## config.mk

```make
export PLATFORM = sky130hd
export DESIGN_NAME = ram_port_arbiter_flat
export DESIGN_NICKNAME = d
export VERILOG_FILES = /design/src/rtl/ram_port_arbiter_pkg.sv /design/src/rtl/ram_port_arbiter_if.sv /design/src/rtl/rr_arbiter_2.sv /design/src/rtl/ram_port_arbiter.sv /design/src/flat_wrapper.sv
export SDC_FILE = /design/constraint.sdc
export NUM_CORES = 1
export LEC_CHECK = 0
export CAP_MARGIN = 10
export CORE_UTILIZATION = 35
export DETAILED_ROUTE_END_ITERATION = 8
export GPL_TIMING_DRIVEN = 0
export PLACE_DENSITY = 0.69
export SLEW_MARGIN = 20
export SYNTH_ARGS = -nofsm -noshare
export SYNTH_HDL_FRONTEND = slang
export SYNTH_SLANG_ARGS = --single-unit
```

## constraint.sdc

```tcl
create_clock -name clk -period 5.3 [get_ports clk]
set_clock_uncertainty 0.1 [all_clocks]
set_input_delay 1.06 -clock clk [delete_from_list [all_inputs] [get_ports clk]]
set_output_delay 1.06 -clock clk [all_outputs]
set_load 0.01 [all_outputs]
```

## src/rtl/ram_port_arbiter_pkg.sv

```systemverilog
// Shared definitions for the two-port RAM arbiter and its helpers.
//   - state_e : sequencer states (idle / RAM access / completion)
//   - port_e  : requester identifiers
//   - RAM_ADDR_W / RAM_DATA_W : geometry of the 16 x 8 register-file RAM
package ram_port_arbiter_pkg;

    localparam int unsigned RAM_ADDR_W = 4;
    localparam int unsigned RAM_DATA_W = 8;

    typedef enum logic [1:0] {
        ST_IDLE = 2'b00,
        ST_BUSY = 2'b01,
        ST_DONE = 2'b10
    } state_e;

    typedef enum logic {
        PORT_A = 1'b0,
        PORT_B = 1'b1
    } port_e;

    function automatic port_e other_port(input port_e p);
        return (p == PORT_A) ? PORT_B : PORT_A;
    endfunction

endpackage

```

## src/rtl/ram_port_arbiter_if.sv

```systemverilog
// Requester-side bundle for one RAM client.
//   req   : request, held until ack is seen
//   wr    : 1 = write, 0 = read
//   addr  : word address
//   wdata : write data
//   ack   : one-cycle completion pulse
//   rdata : last read result for this client
// master = requester, slave = arbiter.
interface ram_port_arbiter_if
    import ram_port_arbiter_pkg::*;
#(
    parameter int unsigned ADDR_W = RAM_ADDR_W,
    parameter int unsigned DATA_W = RAM_DATA_W
);

    logic              req;
    logic              wr;
    logic [ADDR_W-1:0] addr;
    logic [DATA_W-1:0] wdata;
    logic              ack;
    logic [DATA_W-1:0] rdata;

    modport master (
        output req,
        output wr,
        output addr,
        output wdata,
        input  ack,
        input  rdata
    );

    modport slave (
        input  req,
        input  wr,
        input  addr,
        input  wdata,
        output ack,
        output rdata
    );

endinterface

```

## src/rtl/rr_arbiter_2.sv

```systemverilog
// Two-way round-robin arbiter.
//   clk, rst_n : clock, asynchronous active-low reset
//   req        : raw requests, bit 0 = PORT_A, bit 1 = PORT_B
//   mask       : requests to ignore this cycle
//   update     : a grant is being taken; remember the winner
//   valid      : at least one unmasked request
//   winner     : selected port (only meaningful when valid)
// After reset the last winner is PORT_B, so PORT_A wins the first tie.
module rr_arbiter_2
    import ram_port_arbiter_pkg::*;
(
    input  logic       clk,
    input  logic       rst_n,
    input  logic [1:0] req,
    input  logic [1:0] mask,
    input  logic       update,
    output logic       valid,
    output port_e      winner
);

    logic [1:0] elig;
    port_e      last_q;

    assign elig  = req & ~mask;
    assign valid = |elig;

    always_comb begin
        winner = PORT_A;
        case (elig)
            2'b01:   winner = PORT_A;
            2'b10:   winner = PORT_B;
            2'b11:   winner = other_port(last_q);
            default: winner = PORT_A;
        endcase
    end

    always_ff @(posedge clk or negedge rst_n) begin
        if (!rst_n) begin
            last_q <= PORT_B;
        end else if (update && valid) begin
            last_q <= winner;
        end
    end

endmodule

```

## src/rtl/ram_port_arbiter.sv

```systemverilog
// Round-robin arbiter / sequencer between two clients and a 16 x 8 register-file RAM.
//   clk, rst_n : clock, asynchronous active-low reset
//   port_a     : client A request bundle (slave side)
//   port_b     : client B request bundle (slave side)
//   ram_we     : RAM write enable (high only in the access cycle of a write)
//   ram_re     : RAM read enable (high only in the access cycle of a read)
//   ram_ra     : RAM read address
//   ram_wa     : RAM write address
//   ram_wd     : RAM write data
//   ram_q      : RAM read data (only valid while ram_re is high)
//   busy       : high while an access or its completion cycle is in progress
// Each access takes one RAM cycle followed by one ack cycle; in the ack cycle the
// other client may be granted directly, giving one access per two cycles.
module ram_port_arbiter
    import ram_port_arbiter_pkg::*;
#(
    parameter int unsigned ADDR_W = RAM_ADDR_W,
    parameter int unsigned DATA_W = RAM_DATA_W
) (
    input  logic              clk,
    input  logic              rst_n,
    ram_port_arbiter_if.slave port_a,
    ram_port_arbiter_if.slave port_b,
    output logic              ram_we,
    output logic              ram_re,
    output logic [ADDR_W-1:0] ram_ra,
    output logic [ADDR_W-1:0] ram_wa,
    output logic [DATA_W-1:0] ram_wd,
    input  logic [DATA_W-1:0] ram_q,
    output logic              busy
);

    state_e            state_q;
    port_e             gnt_q;
    logic              wr_q;

    logic [1:0]        arb_mask;
    logic              arb_update;
    logic              arb_valid;
    port_e             arb_winner;

    logic              sel_wr;
    logic [ADDR_W-1:0] sel_addr;
    logic [DATA_W-1:0] sel_wdata;

    // The granted client still holds req during its ack cycle; mask it so the
    // other client gets the back-to-back slot and a stale request is not re-served.
    always_comb begin
        arb_mask = 2'b11;
        case (state_q)
            ST_IDLE: arb_mask = 2'b00;
            ST_DONE: arb_mask = (gnt_q == PORT_A) ? 2'b01 : 2'b10;
            default: arb_mask = 2'b11;
        endcase
    end

    assign arb_update = (arb_mask != 2'b11);

    rr_arbiter_2 u_arb (
        .clk    (clk),
        .rst_n  (rst_n),
        .req    ({port_b.req, port_a.req}),
        .mask   (arb_mask),
        .update (arb_update),
        .valid  (arb_valid),
        .winner (arb_winner)
    );

    always_comb begin
        if (arb_winner == PORT_B) begin
            sel_wr    = port_b.wr;
            sel_addr  = port_b.addr;
            sel_wdata = port_b.wdata;
        end else begin
            sel_wr    = port_a.wr;
            sel_addr  = port_a.addr;
            sel_wdata = port_a.wdata;
        end
    end

    // ram_ra/ram_wa/ram_wd double as the latched request and hold between accesses.
    always_ff @(posedge clk or negedge rst_n) begin
        if (!rst_n) begin
            state_q      <= ST_IDLE;
            gnt_q        <= PORT_A;
            wr_q         <= 1'b0;
            ram_we       <= 1'b0;
            ram_re       <= 1'b0;
            ram_ra       <= '0;
            ram_wa       <= '0;
            ram_wd       <= '0;
            port_a.ack   <= 1'b0;
            port_b.ack   <= 1'b0;
            port_a.rdata <= '0;
            port_b.rdata <= '0;
        end else begin
            port_a.ack <= 1'b0;
            port_b.ack <= 1'b0;
            ram_we     <= 1'b0;
            ram_re     <= 1'b0;
            case (state_q)
                ST_IDLE, ST_DONE: begin
                    if (arb_valid) begin
                        state_q <= ST_BUSY;
                        gnt_q   <= arb_winner;
                        wr_q    <= sel_wr;
                        ram_ra  <= sel_addr;
                        ram_wa  <= sel_addr;
                        ram_wd  <= sel_wdata;
                        ram_we  <= sel_wr;
                        ram_re  <= ~sel_wr;
                    end else begin
                        state_q <= ST_IDLE;
                    end
                end
                ST_BUSY: begin
                    state_q <= ST_DONE;
                    if (gnt_q == PORT_A) begin
                        port_a.ack <= 1'b1;
                        if (!wr_q) begin
                            port_a.rdata <= ram_q;
                        end
                    end else begin
                        port_b.ack <= 1'b1;
                        if (!wr_q) begin
                            port_b.rdata <= ram_q;
                        end
                    end
                end
                default: state_q <= ST_IDLE;
            endcase
        end
    end

    assign busy = (state_q != ST_IDLE);

endmodule

```

## src/flat_wrapper.sv

```systemverilog
// flat-port wrapper written by rule: the top's interface ports become plain ports
module ram_port_arbiter_flat import ram_port_arbiter_pkg::*;
#(
    parameter int unsigned ADDR_W = RAM_ADDR_W,
    parameter int unsigned DATA_W = RAM_DATA_W
)
  (clk, rst_n, ram_we, ram_re, ram_ra, ram_wa, ram_wd, ram_q, busy, port_a_req, port_a_wr, port_a_addr, port_a_wdata, port_a_ack, port_a_rdata, port_b_req, port_b_wr, port_b_addr, port_b_wdata, port_b_ack, port_b_rdata);
  ram_port_arbiter_if #(.ADDR_W(ADDR_W), .DATA_W(DATA_W)) port_a_i ();
  ram_port_arbiter_if #(.ADDR_W(ADDR_W), .DATA_W(DATA_W)) port_b_i ();
  input  logic clk;
  input  logic rst_n;
  output logic ram_we;
  output logic ram_re;
  output logic [ADDR_W-1:0] ram_ra;
  output logic [ADDR_W-1:0] ram_wa;
  output logic [DATA_W-1:0] ram_wd;
  input  logic [DATA_W-1:0] ram_q;
  output logic busy;
  input wire logic [$bits(port_a_i.req)-1:0] port_a_req;
  input wire logic [$bits(port_a_i.wr)-1:0] port_a_wr;
  input wire logic [$bits(port_a_i.addr)-1:0] port_a_addr;
  input wire logic [$bits(port_a_i.wdata)-1:0] port_a_wdata;
  output wire logic [$bits(port_a_i.ack)-1:0] port_a_ack;
  output wire logic [$bits(port_a_i.rdata)-1:0] port_a_rdata;
  input wire logic [$bits(port_b_i.req)-1:0] port_b_req;
  input wire logic [$bits(port_b_i.wr)-1:0] port_b_wr;
  input wire logic [$bits(port_b_i.addr)-1:0] port_b_addr;
  input wire logic [$bits(port_b_i.wdata)-1:0] port_b_wdata;
  output wire logic [$bits(port_b_i.ack)-1:0] port_b_ack;
  output wire logic [$bits(port_b_i.rdata)-1:0] port_b_rdata;
  assign port_a_i.req = port_a_req;
  assign port_a_i.wr = port_a_wr;
  assign port_a_i.addr = port_a_addr;
  assign port_a_i.wdata = port_a_wdata;
  assign port_a_ack = port_a_i.ack;
  assign port_a_rdata = port_a_i.rdata;
  assign port_b_i.req = port_b_req;
  assign port_b_i.wr = port_b_wr;
  assign port_b_i.addr = port_b_addr;
  assign port_b_i.wdata = port_b_wdata;
  assign port_b_ack = port_b_i.ack;
  assign port_b_rdata = port_b_i.rdata;
  ram_port_arbiter #(.ADDR_W(ADDR_W), .DATA_W(DATA_W)) u_core (.clk(clk), .rst_n(rst_n), .port_a(port_a_i), .port_b(port_b_i), .ram_we(ram_we), .ram_re(ram_re), .ram_ra(ram_ra), .ram_wa(ram_wa), .ram_wd(ram_wd), .ram_q(ram_q), .busy(busy));
endmodule
```

==> results.cfg, run 1 <==
[run_status]
status = complete, but fails checks
violations = DRC

[grt]
grt_pass1_vias = 1209
grt_pass1_wl_mm = 5.66
antenna_found_initial = 0
grt_max_degree = 23
grt-ovfl-total = 0
grt_use_total_pct = 14.7

[clock_network]
cts_resized = 0
path_clk_slew_ps = 70
clock-root-buffer = clkbuf_8
numCtsBuffers = 5
htreeDepth = 2
clock_latency_ps = 290
cts_max_path_buffers = 2
cts_tree = yes
cts_sinks = 37
cts_setup_buffers = 0
holdBufCountCts = 0

[drt]
vias_per_cell = 4.71
wl_mm = 3.50
initialDrtViolationCount = 24
drt_pass1_iterations = 6
drc = 5
drtAntennaViolNets = 0
post_drt_wl_per_cell_um = 14.3
num_vias = 1153

[logic_synthesis]
async_flop_share_pct = 100
synth_ff_type = dfrtp_1
syn_nets = 148
synth-seq-cells = 37
synth-edff-count = 0
syn_area_um2 = 1680
synth_cell_type_count = 22
syn_inst = 110
syn_avg_cell_area_um2 = 15.3
ys_warn_count = 0
ys_seq_area_share_pct = 55.3

[power]
p_clk_share_pct = 14.1
p_sw_share_pct = 30.5
peakVddDrop_mv = 0.287
power.density_nw_per_um2 = 575
pwr-share-comb_pct = 51.7
p_leak_nw = 1.14
p_sw_mw = 0.458
seq_power_share_pct = 34.2
p_int_mw = 1.04

[timing]
worst_pin_slew_ps = 689
slew_headroom_pct = 53.8
period_minus_slack_ps = 2700
rsz0062_at_grt = false
fin_crit_sh_pct = 51.0
setup_violations = 0
hold_viol_final = 0
maxSlewViolCount = 0
tns_ps = 0
fmax_mhz = 370

[placed_design]
place_area_um2 = 2510
dp_hpwl_mm = 2.74
gp_congestion = 0.724
io_buffers = 74

[critical_path]
regToRegSetupSlack_ps = 3370
worst_r2r_path_depth = 5
reg2reg_to = u_core.ram_wa[2]
crit_required_ps = 5370
r2r_start = u_core.u_arb.last_q
crit_path_end_kind = flop
critPathKind = input pin to flop
startpoint_type = input pin
cp.arrival_ps = 2770
crit_fanout = 10

[min_path]
worstHoldEndpoint = u_core.ram_wd[7]
hp-start = u_core.ram_wd[7]
min_path_cells = 1
hp-class = flop to flop

[cells_and_area]
n_fill_cell = 341
area_growth_syn_to_layout_pct = 55.4
design_area_um2 = 2610
seq_area_um2 = 927
multi_input_area_um2 = 664
drive_above_1_share_pct = 32.1
final_nets = 230
final_core_util_pct = 58.3
num_antenna_cells = 0

[die]
core-area_um2 = 4470
start_util_pct = 37.5
pin_count = 75
num_rows = 24
die_height_um = 71.2
fp.dieW_um = 71.2
die-area_um2 = 5070

[run]
maxCapViolCount = 0
-- per-stage QoR --
stage	power, mW	setup WS, ps	instances	hold WS [ps]
after floorplan	0.923	2950	110	390
final	1.50	2600	245	405
after detailed placement	1.30	2290	237	395
after global routing	1.59	2540	245	414
after CTS	1.52	2590	245	411
after global placement	1.28	2300	236	389
-- synthesized netlist by cell type (2+ instances only) --
master	count	area share, %
inv_1	5	1.1
nand2_1	3	0.67
buf_6	2	1.3
o21ai_0	2	0.60
buf_4	4	1.8
nor2_1	3	0.67
dfrtp_1	36	54
mux2_2	24	16
mux2i_1	2	1.2
nor3_2	2	1.2
mux2_4	16	14
-- worst max-delay path, cell delays in order --
cell,delay (ps)
clkdlybuf4s50_1,530
nand2_1,120
o2111ai_4,280
buf_6,220
mux2_4,310
mux2_4,250
-- registers in the layout (all words and copies together), names as in the netlist --
register,count
u_core.port_a.rdata,8
u_core.u_arb.last_q,1
u_core.ram_wa,4
u_core.port_b.ack,1
u_core.ram_we,1
u_core.ram_wd,8
u_core.ram_re,1
u_core.state_q,2
u_core.port_b.rdata,8
u_core.gnt_q,1
u_core.wr_q,1
u_core.port_a.ack,1
-- placed cells by master (no fill, tap or decap), drive strengths merged --
cell type / count
a211oi: 1
a21boi: 1
a21oi: 1
and2: 1
buf: 9
clkbuf: 7
clkdlybuf4s50: 73
clkinv: 1
dfrtp: 36
dfstp: 1
inv: 5
mux2: 40
mux2i: 2
nand2: 4
nand3: 1
nor2: 3
nor2b: 1
nor3: 2
o2111ai: 1
o21ai: 2
o221a: 1
-- final cells by class --
type / count / area share, %
plain buffers: 7 / 2.59
clock buffers: 7 / 3.69
clock inverters: 1 / 0.192
inverters: 5 / 0.720
multi-input cells: 61 / 25.5
flip-flops and latches: 37 / 35.6
well taps: 52 / 2.50
repair buffers: 75 / 29.3
-- cells by family (layout without fill, tap and decap cells) --
family                 after synthesis  count (layout)  synth area share, %
AO/OA/AOI/OAI                        7               7                 4.03
buffers and inverters               12              95                 5.15
AND/OR/NAND/NOR                     12              12                 3.95
flip-flops                          37              37                 55.3
multiplexers                        42              42                 31.6
-- power by group through the flow --
stage / Sequential (mW) / Clock [mW] / Combinational [mW]
global route: 0.529 / 0.232 / 0.828
global placement: 0.510 / 0 / 0.769
floorplan: 0.566 / 0 / 0.357
detailed placement: 0.517 / 0 / 0.787
CTS: 0.514 / 0.218 / 0.790
finish: 0.513 / 0.212 / 0.776
-- worst max path at each step --
stage | slack (ps) | endpoint | depth (start not counted) | start
global route | 2540 | u_core.ram_wd[0] | 6 | port_a_req
finish | 2600 | u_core.ram_wa[2] | 6 | port_a_req
detailed placement | 2290 | u_core.ram_wd[0] | 6 | port_a_req
global placement | 2300 | u_core.ram_wd[7] | 1 | rst_n
floorplan | 2950 | u_core.ram_wa[2] | 5 | port_a_req
CTS | 2590 | u_core.ram_wd[4] | 6 | port_a_req
-- layer usage --
| layer | track usage [%] | up-vias | wire, µm |
|---|---|---|---|
| met1 | 16.8 | 560 | 1420 |
| met2 | 25.0 | 47 | 1830 |
| met3 | 5.49 | 5 | 199 |
| met4 | 5.56 | 0 | 53 |
| met5 | 0 | - | 0 |
| li1 | - | 541 | - |
Power figures use the tool's default switching activity.
==> run 2: changes to the inputs <==
--- a/config.mk
+++ b/config.mk
@@ -9,7 +9,7 @@
 export CORE_UTILIZATION = 35
 export DETAILED_ROUTE_END_ITERATION = 8
 export GPL_TIMING_DRIVEN = 0
-export PLACE_DENSITY = 0.69
+export PLACE_DENSITY = 0.72
 export SLEW_MARGIN = 20
 export SYNTH_ARGS = -nofsm -noshare
 export SYNTH_HDL_FRONTEND = slang
==> constraint.sdc (replaced) <==
create_clock -name clk -period 2.33 [get_ports clk]
set_clock_uncertainty 0.1 [all_clocks]
set_input_delay 0.466 -clock clk [delete_from_list [all_inputs] [get_ports clk]]
set_output_delay 0.466 -clock clk [all_outputs]
set_load 0.01 [all_outputs]
==> results.cfg, run 2 (synthesis results as in run 1) <==
[timing]
fmax_mhz = 470
maxSlewViolCount = 0
setup_violations = 0
period_minus_slack_ps = 2130
hold_viol_final = 0
fin_ws_ps = 203
rsz0062_at_grt = false
worst_pin_slew_ps = 708
tns_ps = 0
fin_crit_sh_pct = 91.3
slew_headroom_pct = 52.5

[power]
p_leak_nw = 1.15
power.density_nw_per_um2 = 1330
finalPower_mw = 3.49
peakVddDrop_mv = 0.598

[die]
start_util_pct = 37.5
num_rows = 24
fp.dieW_um = 71.2
core-area_um2 = 4470
pin_count = 75
die-area_um2 = 5070
die_height_um = 71.2

[drt]
drc = 7
drtAntennaViolNets = 0
wl_mm = 3.47
num_vias = 1164
initialDrtViolationCount = 27
drt_pass1_iterations = 5
post_drt_wl_per_cell_um = 14.1
vias_per_cell = 4.75

[run_status]
status = complete, but fails checks
violations = DRC

[cells_and_area]
design_area_um2 = 2620
drive_above_1_share_pct = 31.6
top_regs = u_core.port_a.rdata: 8 flops, u_core.port_b.rdata: 8 flops, u_core.ram_wd: 8 flops
final_nets = 230
final_cell_mix = clkdlybuf4s50_1, dfrtp_1, mux2_2
mostFrequentLayoutCell = clkdlybuf4s50_1
area_growth_syn_to_layout_pct = 56.3
num_antenna_cells = 0
final_core_util_pct = 58.6

[clock_network]
clock-root-buffer = clkbuf_8
cts_tree = yes
cts_sinks = 37
cts_setup_buffers = 0
htreeDepth = 2
clock_latency_ps = 280
numCtsBuffers = 5
holdBufCountCts = 0
path_clk_slew_ps = 70
cts_max_path_buffers = 2
cts_resized = 0

[critical_path]
crit_start = port_a_req
critPathKind = input pin to flop
crit_path_end_kind = flop
reg2reg_to = u_core.ram_wd[6]
worst_r2r_path_depth = 5
startpoint_type = input pin
regToRegSetupSlack_ps = 370
r2r_start = u_core.u_arb.last_q
crit_required_ps = 2390
cp.arrival_ps = 2190
crit_fanout = 10

[placed_design]
io_buffers = 74
gp_congestion = 0.700
place_area_um2 = 2510
dp_hpwl_mm = 2.68
dp_slack_ps = -101

[grt]
grt_use_total_pct = 14.7
grt-ovfl-total = 0
grt_max_degree = 23
grt_pass1_vias = 1226
antenna_found_initial = 0
grt_pass1_wl_mm = 5.67

[run]
maxCapViolCount = 0

[min_path]
hp-class = input pin to asynchronous set/reset pin
-- run 2: through the flow --
stage	cells	hold WS (ps)
2_1_floorplan	110	70.4
6_report	245	7.35
4_1_cts	245	12.8
3_3_place_gp	236	388
5_1_grt	245	12.9
3_5_place_dp	237	314
-- run 2: cell type report --
type                            count  area, µm²
Fill cell                         358       1850
Sequential cell                    37        927
Timing Repair Buffer               75        763
Multi-Input combinational cell     61        664
Clock buffer                        7       86.3
Buffer                              7       67.6
Tap cell                           52       65.1
Clock inverter                      1       30.0
Inverter                            5       18.8
-- run 2: worst max path at each step --
stage | end | slack [ps] | depth (start not counted)
6_report | u_core.ram_wd[6] | 200 | 6
5_1_grt | u_core.ram_wd[6] | 130 | 6
4_1_cts | u_core.ram_wd[6] | 200 | 6
3_5_place_dp | u_core.ram_wd[6] | -100 | 6
3_3_place_gp | u_core.ram_wa[3] | -100 | 1
2_1_floorplan | u_core.ram_wa[2] | 510 | 5
-- run 2: where the power goes --
part / switching, mW / internal, mW
Clock: 0.213 / 0.349
Combinational: 0.626 / 1.13
Sequential: 0.196 / 0.971
-- run 2: metal layers --
layer	track usage, %	wire (µm)
met5	0	0
met4	3.56	28
met1	15.9	1370
met3	5.77	254
met2	26.7	1810
-- run 2: worst max-delay path: stages --
cell             delay, ps
clkdlybuf4s50_1        520
nand2_1                120
o2111ai_4              290
buf_6                  230
mux2_4                 310
mux2_4                 260
